==> config.mk <==
export PLATFORM = sky130hd
export DESIGN_NAME = cla_mult_seq_ctrl
export DESIGN_NICKNAME = d
export VERILOG_FILES = /design/src/rtl/cla_mult_seq_ctrl.sv
export SDC_FILE = /design/constraint.sdc
export NUM_CORES = 1
export LEC_CHECK = 0
export BUFFER_PORTS_ARGS = -buffer_cell sky130_fd_sc_hd__buf_2
export CAP_MARGIN = 20
export CORE_ASPECT_RATIO = 0.9
export CORE_MARGIN = 3
export CORE_UTILIZATION = 49
export CTS_BUF_LIST = sky130_fd_sc_hd__clkbuf_8
export DETAILED_ROUTE_END_ITERATION = 6
export GPL_TIMING_DRIVEN = 0
export PLACE_DENSITY = 0.86
export RECOVER_POWER = 50
export SYNTH_ARGS = -nofsm -noshare
export SYNTH_HDL_FRONTEND = slang
export SYNTH_SLANG_ARGS = --single-unit
==> constraint.sdc <==
create_clock -name clk -period 15 [get_ports clk]
set_clock_uncertainty 0.05 [all_clocks]
set_input_delay 1.5 -clock clk [delete_from_list [all_inputs] [get_ports clk]]
set_output_delay 1.5 -clock clk [all_outputs]
set_load 0.01 [all_outputs]
==> src/rtl/cla_mult_seq_ctrl.sv <==
// Iterative shift-add multiplier. One N-bit carry-lookahead adder is reused
// once per multiplier bit, and valid/ready handshakes sit on both sides.
//
// state | meaning
// IDLE  | waiting for an operand pair; in_ready high
// RUN   | one add/shift step per cycle, M cycles in total
// DONE  | product presented; held until out_ready

module cla_adder #(
    parameter int W = 32
) (
    input  logic [W-1:0] a,
    input  logic [W-1:0] b,
    input  logic         cin,
    output logic [W-1:0] sum,
    output logic         cout
);
    logic [W-1:0] g;
    logic [W-1:0] p;
    logic [W:0]   c;

    assign g = a & b;
    assign p = a ^ b;

    always_comb begin
        c[0] = cin;
        for (int i = 0; i < W; i++) begin
            c[i+1] = g[i] | (p[i] & c[i]);
        end
    end

    assign sum  = p ^ c[W-1:0];
    assign cout = c[W];
endmodule

module cla_mult_seq_ctrl #(
    parameter int N = 32,
    parameter int M = 32
) (
    input  logic           clk,
    input  logic           rst_n,
    input  logic           in_valid,
    output logic           in_ready,
    input  logic [N-1:0]   multicand,
    input  logic [M-1:0]   multiplier,
    output logic           out_valid,
    input  logic           out_ready,
    output logic [N+M-1:0] product,
    output logic           busy
);
    localparam int CW = $clog2(M + 1);
    localparam logic [CW-1:0] CNT_INIT = CW'(M);
    localparam logic [CW-1:0] CNT_ONE  = CW'(1);

    localparam logic [1:0] IDLE = 2'd0;
    localparam logic [1:0] RUN  = 2'd1;
    localparam logic [1:0] DONE = 2'd2;

    logic [1:0]    state;
    logic [N-1:0]  mcand_q;
    logic [N-1:0]  acc_hi;
    logic [M-1:0]  acc_lo;
    logic [CW-1:0] cnt;

    logic [N-1:0]  add_in1;
    logic [N-1:0]  add_sum;
    logic          add_c;

    // Multiplier LSB gates the partial product; the adder carry is kept as the new top bit.
    assign add_in1 = acc_lo[0] ? mcand_q : '0;

    cla_adder #(.W(N)) u_adder (
        .a    (add_in1),
        .b    (acc_hi),
        .cin  (1'b0),
        .sum  (add_sum),
        .cout (add_c)
    );

    always_ff @(posedge clk or negedge rst_n) begin
        if (!rst_n) begin
            state   <= IDLE;
            mcand_q <= '0;
            acc_hi  <= '0;
            acc_lo  <= '0;
            cnt     <= '0;
        end else begin
            case (state)
                IDLE: begin
                    if (in_valid) begin
                        mcand_q <= multicand;
                        acc_hi  <= '0;
                        acc_lo  <= multiplier;
                        cnt     <= CNT_INIT;
                        state   <= RUN;
                    end
                end
                RUN: begin
                    acc_hi <= {add_c, add_sum[N-1:1]};
                    acc_lo <= {add_sum[0], acc_lo[M-1:1]};
                    cnt    <= cnt - CNT_ONE;
                    if (cnt == CNT_ONE) begin
                        state <= DONE;
                    end
                end
                DONE: begin
                    if (out_ready) begin
                        state <= IDLE;
                    end
                end
                default: state <= IDLE;
            endcase
        end
    end

    assign in_ready  = (state == IDLE);
    assign out_valid = (state == DONE);
    assign busy      = (state != IDLE);
    assign product   = {acc_hi, acc_lo};
endmodule

---- Yosys cells after proc, flatten, opt, wreduce, memory -nomap -nowiden ----
Cells that the tools add are included.
storage, ports and cells
  bits of input ports ..................... 68
  logic and storage cells ................. 94
  flip-flop bits (word level) ............. 104
cells by class
  add/sub/neg operators ................... 1
  multiplexer cells ....................... 11
  bitwise operators ....................... 65
  eq/ne operators ......................... 6
  reduce and logical (&&, ||, !) cells .... 6
operators by type and width
  cell                   count
  $pmux W32 S2           2
  $mux W32               3
  $xor A32 B32 Y32       2
  $and A32 B32 Y32       1
  $and A1 B1 Y1          31
  $or A1 B1 Y1           31
  $pmux W6 S2            1
  $eq A6 B1 Y1 const B   1
  $mux W2                3
  $mux W6                1
  $pmux W2 S3            1
  $sub A6 B1 Y6 const B  1
  $ne A2 B2 Y1 const B   2
  $reduce_and A2 Y1      2
  $reduce_bool A2 Y1     2
  $reduce_and A3 Y1      1
  $eq A2 B1 Y1 const B   1
  $eq A2 B2 Y1 const B   1
  $logic_not A2 Y1       1
  $ne A2 B1 Y1 const B   1

---- Logic depth before layout (Yosys ltp) ----
  depth after elaboration ................. 65
  mapped depth ............................ 36

---- Modules after synthesis ----
From an unflattened synthesis, not the netlist that was laid out.
second synthesis, totals
  cell total of the unflattened synthesis .. 534
  area total of the unflattened synthesis .. 5112.4 um2
by module, submodules not included
  module             cells an instance  area each (um2)  instances
  cla_mult_seq_ctrl  492                4434.3           1
  cla_adder          42                 678.2            1

---- Worst setup path after synthesis ----
No wires, ideal clock.
  path type ............................... register -> register
  from .................................... register acc_lo[0]
  to ...................................... register acc_hi[30]
  stages on the path, launching flop included .. 36
  data required time ...................... 14.820 ns
  library setup time ...................... 0.130 ns
  period minus slack after synthesis ...... 14.223 ns
  buffers on the path ..................... 2
  slack ................................... 0.777 ns
  arrival ................................. 14.043 ns
  cells stage by stage .................... dfrtp_1 -> clkbuf_1 -> clkbuf_1 -> nand2_1 -> fa_1 -> fa_1 -> fa_1 -> fa_1 -> fa_1 -> fa_1 -> fa_1 -> fa_1 -> fa_1 -> fa_1 -> fa_1 -> fa_1 -> fa_1 -> fa_1 -> fa_1 -> fa_1 -> fa_1 -> fa_1 -> fa_1 -> fa_1 -> fa_1 -> fa_1 -> fa_1 -> fa_1 -> fa_1 -> fa_1 -> fa_1 -> fa_1 -> fa_1 -> fa_1 -> fa_1 -> o21ai_0
on the way
  word-level cells in the longest chain between the ends .. 64
  elaborated cells between the ends (all ways) .. 65
  classes of those cells .................. 2 x mux; 63 x bitwise
ends and longest elaborated chain
  item                                                         RTL line  source
  start: declaration                                           62        logic [M-1:0] acc_lo;
  start signal: assignment                                     93        acc_lo <= multiplier;
  start signal: assignment                                     100       acc_lo <= {add_sum[0], acc_lo[M-1:1]};
  $mux W32 (*)                                                 70        assign add_in1 = acc_lo[0] ? mcand_q : '0;
  $xor A32 B32 Y32 / $and A32 B32 Y32 (equally long branches)  23, 22
  $and A1 B1 Y1                                                28        c[i+1] = g[i] | (p[i] & c[i]);
  $or A1 B1 Y1                                                 28
  $and A1 B1 Y1                                                28
  $or A1 B1 Y1                                                 28
  $and A1 B1 Y1                                                28
  $or A1 B1 Y1                                                 28
  [... 48 more ...]                                            -
  $and A1 B1 Y1                                                28
  $or A1 B1 Y1                                                 28
  $and A1 B1 Y1                                                28
  $or A1 B1 Y1                                                 28
  $and A1 B1 Y1                                                28
  $or A1 B1 Y1                                                 28
  $xor A32 B32 Y32 (*)                                         32        assign sum = p ^ c[W-1:0];
  $pmux W32 S2 (*)                                             88        case (state)
  end signal: assignment                                       99        acc_hi <= {add_c, add_sum[N-1:1]};
  end: declaration                                             61        logic [N-1:0] acc_hi;
Mark *: on every way between the ends. The rest lies on a longest branch, timed or not.
A chain may end at the register's enable or synchronous reset.

---- Worst setup path after layout ----
Same ends and word-level chain as after synthesis.

==> flow_metrics.py <==
metrics = {
    "status": {
        "status": "finished with violations",
        "violations": "capacitance limit, slew limit",
    },
    "timing": {
        "period_share": 0.9590,
        "timing.hold.ws_ns": 0.4346,
        "max_slew_margin": -1.268,
        "timing.fmax_mhz": 69.51,
        "rsz0062_at_grt": "no",
        "setup_viol": 0,
        "hold_viol": 0,
        "report.final.slew_viol_count": 107,
        "tightest_slew_ns": 3.401,
        "final.min_clock_period_ns": 14.39,
    },
    "clock_tree": {
        "worstSkewPairLatency_ns": 0.35,
        "cts_sinks": 104,
        "root_buffer": "clkbuf_8",
        "cts_tree": "built",
        "cts_max_path_buffers": 2,
        "cts_buffers": 9,
        "clkSlewWorstSetupHoldPaths_ns": 0.10,
        "cts_max_level": 3,
    },
    "placed_design": {
        "portBuffers": 134,
        "gp_congestion": 0.8534,
        "dp.cells": 784,
        "dp_hpwl_um": 9170,
    },
    "global_routing": {
        "overflow": 0,
        "antenna_found_initial": 0,
        "track_usage": 0.2192,
        "grt_pass1_vias": 4255,
        "grt_max_degree": 67,
        "grt_pass1_wl_um": 20320,
    },
    "die": {
        "die_y_um": 102.4,
        "ios": 135,
        "die_w_um": 113.1,
        "core_mm2": 0.009869,
        "die_area_mm2": 0.01159,
        "initial_core_util": 0.5129,
        "rows": 34,
    },
    "drt": {
        "drc": 0,
        "vias_per_cell": 5.224,
        "routed_wl_um": 12110,
        "drtPass1Iterations": 4,
        "drt_iter0_drc": 272,
        "ant_nets": 0,
        "wire_per_inst_um": 15.14,
        "dr_total_vias": 4179,
    },
    "power": {
        "leakagePower_nw": 3.035,
        "switching_share": 0.4282,
        "p_switching_uw": 512.9,
        "seqPwrFrac": 0.428,
        "p_int_uw": 685.0,
        "vdd_drop_max_v": 0.00009004,
        "p_per_area_mw_per_mm2": 198.0,
        "power_frac_comb": 0.436,
        "clkPwrFrac": 0.136,
    },
    "logic_synthesis": {
        "synth_edf_count": 0,
        "syn_nets": 625,
        "synth_cells": 523,
        "synth_top_family_by_area": "simple AND/OR/NAND/NOR gates",
        "synth_mux_area_frac": 0.001977,
        "synth_xor_area_frac": 0,
        "avgSynthCellArea_um2": 9.679,
        "synthAdderAreaFrac": 0.1300,
        "synth-simple-area-share": 0.1925,
        "ys_types": 33,
        "netlist_area_mm2": 0.005062,
        "synth_ff_type": "dfrtp_1",
        "synth-compound-area-share": 0.09565,
        "ys_warn_count": 0,
        "yosys_register_bits": 104,
        "ys_seq_area_frac": 0.5141,
        "ys_async_sr_fraction": 1.000,
    },
    "job": {
        "maxCapViolCount": 2,
    },
    "min_path": {
        "min-delay-start": "mcand_q[0]",
        "min_path_type": "reg -> reg",
    },
    "setup_path": {
        "worstSetupStartpoint": "acc_lo[0]",
        "crit_top_cell": "fa_1",
        "path_class": "reg -> reg",
        "max_stage_delay_ns": 0.50,
        "cp-start-kind": "flop",
        "critPathCaptureType": "flop",
        "reg2reg_from": "acc_lo[0]",
        "arrival_ns": 14.56,
        "crit_fanout": 6,
        "slowest_stage": "fa_1",
        "cp.required_ns": 15.18,
    },
    "cells_and_area": {
        "final_cells": 800,
        "n_fill_cell": 869,
        "syn2layout_area_growth_pct": 19.50,
        "nets": 771,
        "n_antenna_cell": 0,
        "drive_above_1_share": 0.2552,
    },
}
==> layer usage <==
| metal | wire length (um) | vias up | share of wire | global-route usage |
|---|---|---|---|---|
| met5 | 0 | - | 0 | 0 |
| met4 | 371 | 0 | 0.031 | 0.08965 |
| met3 | 690 | 33 | 0.057 | 0.04440 |
| met2 | 5904 | 133 | 0.49 | 0.3634 |
| met1 | 5144 | 2044 | 0.42 | 0.2863 |
| li1 | - | 1969 | - | - |
==> cells in the mapped netlist, types with 2 or more instances <==
library cell / instances / area [um2]
nor2_1: 3 / 11.26
o21ai_0: 35 / 175.2
ha_1: 3 / 37.54
buf_6: 5 / 56.30
dfrtp_1: 104 / 2603
nand3_1: 34 / 170.2
inv_1: 36 / 135.1
buf_2: 13 / 65.06
buf_4: 4 / 30.03
nor3_1: 2 / 10.01
fa_1: 31 / 620.6
a22oi_1: 31 / 232.7
clkbuf_1: 11 / 41.29
nand2_1: 192 / 720.7
==> critical path, delay by kind of cell (launching register included) <==
kind / cells / cell delay (ns)
AND/OR/NAND/NOR: 1 / 0.16
AO/OA/AOI/OAI: 1 / 0.08
buffers and inverters: 1 / 0.05
adder cells (fa/ha/maj): 32 / 13.43
flip-flops: 1 / 0.49
==> what timing repair did <==
| item | in CTS | in global routing |
|---|---|---|
| resized for setup | 0 | 5 |
| setup endpoints to repair | 1 | 2 |
| pin swaps | 0 | 0 |
| buffers inserted | 0 | 1 |
| hold buffers | 0 | 0 |
| hold endpoints to repair | 0 | 0 |
==> flip-flops by register name (all words and copies together), names as in the netlist <==
| signal | count |
|---|---|
| acc_hi | 32 |
| acc_lo | 32 |
| cnt | 6 |
| mcand_q | 32 |
| state | 2 |
==> per-stage QoR <==
| stage | worst slack [ns] | power [mW] | setup TNS, ns | util | area, um2 |
|---|---|---|---|---|---|
| finish | 0.6144 | 1.198 | 0 | 0.6130 | 6050 |
| global route | 0.05666 | 1.316 | 0 | 0.6130 | 6050 |
| global placement | 0.1652 | 1.003 | 0 | 0.5969 | 5891 |
| detailed placement | -0.0007994 | 1.051 | -0.0007994 | 0.5991 | 5913 |
| CTS | 0.1248 | 1.213 | 0 | 0.6169 | 6088 |
| floorplan | 0.7767 | 0.8400 | 0 | - | 5062 |
==> cell usage in the layout (no fill, tap or decap), types with 2 or more instances in the layout <==
| cell type | Yosys | final |
|---|---|---|
| a22oi_1 | 31 | 31 |
| buf_2 | 13 | 143 |
| buf_4 | 4 | 3 |
| buf_6 | 5 | 3 |
| clkbuf_1 | 11 | 18 |
| clkbuf_2 | 1 | 2 |
| clkbuf_8 | 0 | 9 |
| clkinv_2 | 0 | 2 |
| dfrtp_1 | 104 | 103 |
| fa_1 | 31 | 29 |
| fa_2 | 0 | 2 |
| ha_1 | 3 | 3 |
| inv_1 | 36 | 36 |
| inv_6 | 0 | 2 |
| nand2_1 | 192 | 192 |
| nand3_1 | 34 | 34 |
| nor2_1 | 3 | 3 |
| nor3_1 | 2 | 2 |
| o21ai_0 | 35 | 35 |
==> power groups by stage <==
stage / Sequential [mW] / Clock (mW) / Combinational (mW)
5_1_grt: 0.529 / 0.180 / 0.607
2_1_floorplan: 0.529 / 0 / 0.311
6_report: 0.513 / 0.163 / 0.523
3_5_place_dp: 0.511 / 0 / 0.539
3_3_place_gp: 0.503 / 0 / 0.500
4_1_cts: 0.511 / 0.168 / 0.534
==> path summary, 6_finish.rpt <==
kind	slack (ns)	endpoint	cells past startpoint
max in group asynchronous	9.31	acc_lo[0]	2
max reg2reg	0.61	acc_hi[30]	35
max	0.61	acc_hi[30]	35
min reg2reg	0.43	mcand_q[0]	2
min	0.43	mcand_q[0]	2
min in group asynchronous	2.24	mcand_q[19]	1
==> cell families (layout without fill, tap and decap cells) <==
| family | after synthesis | count (layout) |
|---|---|---|
| AO/OA/AOI/OAI | 74 | 74 |
| adder cells (fa/ha/maj) | 34 | 34 |
| buffers and inverters | 70 | 221 |
| flip-flops | 104 | 104 |
| multiplexers | 1 | 1 |
| AND/OR/NAND/NOR | 240 | 240 |
==> cell type report <==
| cell class | instances | area, um2 | share of cell area |
|---|---|---|---|
| inverters | 36 | 135.1 | 0.02234 |
| flip-flops and latches | 104 | 2604 | 0.4304 |
| repair buffers | 136 | 679.4 | 0.1123 |
| multi-input cells | 349 | 2125 | 0.3512 |
| clock buffers | 9 | 123.9 | 0.02048 |
| plain buffers | 33 | 170.2 | 0.02813 |
| well taps | 126 | 157.7 | 0.02606 |
| clock inverters | 7 | 55.05 | 0.009100 |
Power figures use the tool's default switching activity.
